===== src/rtl/alu_result_stage.sv =====
// rtl/alu_result_stage.sv - registered ALU result/flag stage with a 2-entry skid buffer.
// Optional sticky overflow flag is built only when ALU_STICKY_OVF_EN is defined.
module alu_result_stage #(
  parameter int WIDTH = 32
) (
  input  logic             clk,
  input  logic             rst_n,
  input  logic             in_valid,
  output logic             in_ready,
  input  logic [WIDTH-1:0] in_f,
  input  logic [3:0]       in_sel,
  input  logic             in_cout_msb,
  input  logic             in_cin_msb,
  output logic             out_valid,
  input  logic             out_ready,
  output logic [WIDTH-1:0] out_f,
  output logic             out_z,
  output logic             out_n,
  output logic             out_c,
  output logic             out_v,
  input  logic             clr_sticky,
  output logic             sticky_v
);

  typedef enum logic [1:0] {
    ST_EMPTY = 2'd0,
    ST_ONE   = 2'd1,
    ST_FULL  = 2'd2
  } state_t;

  // Each stored beat is {f, z, n, c, v}.
  localparam int BW = WIDTH + 4;

  state_t        state_q, state_d;
  logic [BW-1:0] main_q, main_d;
  logic [BW-1:0] skid_q, skid_d;
  logic [BW-1:0] in_beat;
  logic          accept;
  logic          pop;
  logic          arith;
  logic          flag_z;
  logic          flag_n;
  logic          flag_c;
  logic          flag_v;
  logic [1:0]    sel_lo_unused;

  assign sel_lo_unused = in_sel[1:0];

  // Carry and overflow only mean something for the add/sub group.
  always_comb begin
    arith   = (in_sel[3:2] == 2'b00);
    flag_z  = (in_f == '0);
    flag_n  = in_f[WIDTH-1];
    flag_c  = arith & in_cout_msb;
    flag_v  = arith & (in_cin_msb ^ in_cout_msb);
    in_beat = {in_f, flag_z, flag_n, flag_c, flag_v};
  end

  assign in_ready  = (state_q != ST_FULL);
  assign out_valid = (state_q != ST_EMPTY);
  assign accept    = in_valid & in_ready;
  assign pop       = out_valid & out_ready;

  always_comb begin
    state_d = state_q;
    main_d  = main_q;
    skid_d  = skid_q;
    case (state_q)
      ST_EMPTY: begin
        if (accept) begin
          main_d  = in_beat;
          state_d = ST_ONE;
        end
      end
      ST_ONE: begin
        if (accept && pop) begin
          main_d = in_beat;
        end else if (accept) begin
          skid_d  = in_beat;
          state_d = ST_FULL;
        end else if (pop) begin
          state_d = ST_EMPTY;
        end
      end
      ST_FULL: begin
        if (pop) begin
          main_d  = skid_q;
          state_d = ST_ONE;
        end
      end
      default: begin
        state_d = ST_EMPTY;
      end
    endcase
  end

  always_ff @(posedge clk) begin
    if (!rst_n) begin
      state_q <= ST_EMPTY;
      main_q  <= '0;
      skid_q  <= '0;
    end else begin
      state_q <= state_d;
      main_q  <= main_d;
      skid_q  <= skid_d;
    end
  end

  assign out_f = main_q[BW-1:4];
  assign out_z = main_q[3];
  assign out_n = main_q[2];
  assign out_c = main_q[1];
  assign out_v = main_q[0];

`ifdef ALU_STICKY_OVF_EN
  logic sticky_q, sticky_d;

  // A new overflow beat beats a simultaneous clear.
  always_comb begin
    sticky_d = sticky_q;
    if (clr_sticky) begin
      sticky_d = 1'b0;
    end
    if (accept && flag_v) begin
      sticky_d = 1'b1;
    end
  end

  always_ff @(posedge clk) begin
    if (!rst_n) begin
      sticky_q <= 1'b0;
    end else begin
      sticky_q <= sticky_d;
    end
  end

  assign sticky_v = sticky_q;
`else
  logic clr_sticky_unused;

  assign clr_sticky_unused = clr_sticky;
  assign sticky_v          = 1'b0;
`endif

endmodule

===== config.mk =====
export PLATFORM = sky130hd
export DESIGN_NAME = alu_result_stage
export DESIGN_NICKNAME = d
export VERILOG_FILES = /design/src/rtl/alu_result_stage.sv
export SDC_FILE = /design/constraint.sdc
export NUM_CORES = 1
export LEC_CHECK = 0
export BUFFER_PORTS_ARGS = -buffer_cell sky130_fd_sc_hd__buf_4
export CORE_ASPECT_RATIO = 0.8
export CORE_MARGIN = 2
export CORE_UTILIZATION = 52
export CTS_BUF_LIST = sky130_fd_sc_hd__clkbuf_4 sky130_fd_sc_hd__clkbuf_8 sky130_fd_sc_hd__clkbuf_16
export DETAILED_ROUTE_END_ITERATION = 8
export PLACE_DENSITY = 0.79
export SYNTH_ARGS = -nofsm -noshare
export SYNTH_HDL_FRONTEND = slang
export SYNTH_SLANG_ARGS = --single-unit

===== constraint.sdc =====
create_clock -name clk -period 1.6 [get_ports clk]
set_input_delay 0.32 -clock clk [delete_from_list [all_inputs] [get_ports clk]]
set_output_delay 0.32 -clock clk [all_outputs]
set_load 0.02 [all_outputs]

==> results_dict.tcl <==
set metrics [dict create \
    outcome "complete, no violations" \
    drt_wl_total_um 6929 \
    grt_pass1_vias 2454 \
    hold_violations 0 \
    syn-instance-count 338 \
    path_delay_family "flip-flops" \
    async_flop_share_pct 0 \
    final_net_count 451 \
    path_clk_slew_ps 80 \
    final-setup-viol-count 0 \
    cap_violations 0 \
    viasPerCell 5.302 \
    n_antenna_cell 0 \
    hold_path.class "in -> reg" \
    synth_warnings 0 \
    first_iter_violations 181 \
    port_buffers 77 \
    cts_hold_buf 0 \
    grt_usage_pct 20.98 \
    timing.critical_path.slowest_cell_delay_ps 380 \
    cts_resized 2 \
    ys_seq_area_share_pct 45.77 \
    max_freq_mhz 660.1 \
    synth_fp_nets 381 \
    cp_cell_sequence "nand2b_4 -> buf_12 -> buf_4" \
    critPathMaxFanout 13 \
    start_kind "flop" \
    clkLatencyLatePin_ps 340 \
    layout_min_cycle_time_ps 1515 \
    yosys.area.top_type "dfxtp_1" \
    numClockSinks 72 \
    cpMaxStageDelayCell "dfxtp_2" \
    synth_edf_count 0 \
    crit_arrival_ps 1190 \
    dpl.hpwl_um 4615 \
    start_util_pct 53.55 \
    num_io_pins 82 \
    synth_area_leaders "dfxtp_1, nand2_1, mux2i_1" \
    htree_levels 3 \
    worst_slack_ps 85.15 \
    route.detailed.drc 0 \
    dieArea_um2 6698 \
    ant_nets 0 \
    synth.distinct_cells 33 \
    rows 25 \
    critPathKind "reg -> out" \
    maxSlewViolCount 0 \
    antenna_found_initial 0 \
    die_h_um 73.61 \
    rsz0062_at_grt "no" \
    area_growth_pct 29.68 \
    min_period_over_period_pct 94.68 \
    tritoncts "done" \
    max-clock-path-buffers 2 \
    power_density_nw_per_um2 1045 \
    timing.setup.tns_ps 0 \
    crit_required_ps 1280 \
    cts_setup_buffers 0 \
    avgSynthCellArea_um2 9.317 \
    preCtsSetupSlack_ps 154.7 \
    yosys.area.top_type_share_pct 45.77 \
    grt-ovfl-total 0 \
    fin_util_pct 69.45 \
    die_w_um 91.01 \
    synth_flop_cell "dfxtp_1" \
    synth_seq_cells 72 \
    core_um2 5881 \
    power.leakage_uw 0.002147 \
    grt_max_degree 43 \
    cts-buffers-inserted 9 \
    end_kind "output port" \
    grt_pass1_wl_um 11230 \
    synth_area_um2 3149 \
    crit_buf_inv 2 \
    skew_ps 5.746 \
    vias 2619 \
    drt_first_pass_iters 4 \
    wire_per_inst_um 14.03 \
    drive_gt1_share_pct 26.88 \
    gp_congestion 0.7761 \
    vdd_drop_max_mv 0.7613 \
    cts_root_buffer "clkbuf_8" \
]
## Yosys cell counts, types with 2 or more instances
cell       n
a21boi_0   5
a21boi_1  28
a21oi_1    2
buf_2      8
buf_4      7
clkbuf_1  12
dfxtp_1   72
mux2i_1   35
nand2_1   98
nand3_1    2
nand3b_1   2
nand4_1    2
nor2_1     4
nor4_1     8
o211a_1   34
o21a_1     2
## power by group
group | switching, µW | internal, µW | leakage, µW
clock | 682 | 912 | 0.000112
sequential | 59.9 | 1900 | 0.000591
combinational | 365 | 348 | 0.00144
## through the flow
step / power, µW / cells / area, µm² / hold slack, ps
floorplan: 2387 / 338 / 3149 / 434.4
global placement: 2696 / 478 / 3844 / 439.2
detailed placement: 2713 / 478 / 3844 / 444.0
CTS: 4302 / 494 / 4069 / 214.9
global route: 4442 / 494 / 4084 / 224.7
finish: 4266 / 494 / 4084 / 227.4
## kinds of logic after synthesis
logic type             count (synthesis)  synth area share, %
XOR/XNOR                               1               0.2782
AND/OR/NAND/NOR                      125                17.52
flip-flops                            72                45.77
AO/OA/AOI/OAI                         76                20.70
buffers and inverters                 28                4.489
multiplexers                          35                11.12
other                                  1               0.1191
## path summary, 6_finish.rpt
check / start / endpoint / slack [ps] / cells past startpoint
max: state_q[0] / in_ready / 90 / 3
min: in_f[24] / skid_q[28] / 230 / 3
max reg2reg: state_q[0] / main_q[20] / 170 / 5
min reg2reg: skid_q[20] / skid_q[20] / 450 / 2
## cell type report
class | count | area [µm²]
Inverter | 1 | 3.754
Timing Repair Buffer | 86 | 733.2
Clock buffer | 10 | 137.6
Clock inverter | 6 | 82.58
Sequential cell | 72 | 1444
Tap cell | 81 | 101.3
Fill cell | 482 | 1797
Multi-Input combinational cell | 238 | 1582
## layer usage
layer | up-vias | track usage (%) | share of wire, %
li1 | 1316 | - | -
met1 | 1220 | 26.76 | 45
met2 | 73 | 34.49 | 48
met3 | 10 | 7.179 | 6.2
met4 | 0 | 5.556 | 1.1
met5 | - | 0 | 0
## flip-flops by register name, indices dropped and copies added (netlist names)
signal and flops:
main_q 35, skid_q 35, state_q 2
## cell usage in the layout, fill, tap and decap left out, drive strengths merged, types with 2 or more instances in the layout
master	synthesis	layout
nor2	4	4
nand2b	2	2
a21oi	2	2
nand3b	2	2
mux2i	35	35
nand2	98	98
clkinv	0	3
nor4	8	8
dfxtp	72	72
clkbuf	12	10
nand3	2	2
nor2b	2	2
o21ai	2	2
a21boi	33	33
o211a	34	34
buf	15	86
bufinv	0	2
o21a	2	2
nand4	2	2
## worst register-to-register path, cell delays in order, from the launching register on
cell	delay, ps
dfxtp_2	350
nor2b_2	200
o21ai_4	360
buf_12	220
nand2_1	80
o211a_1	120
No activity file was read; power rests on OpenSTA's default activity.
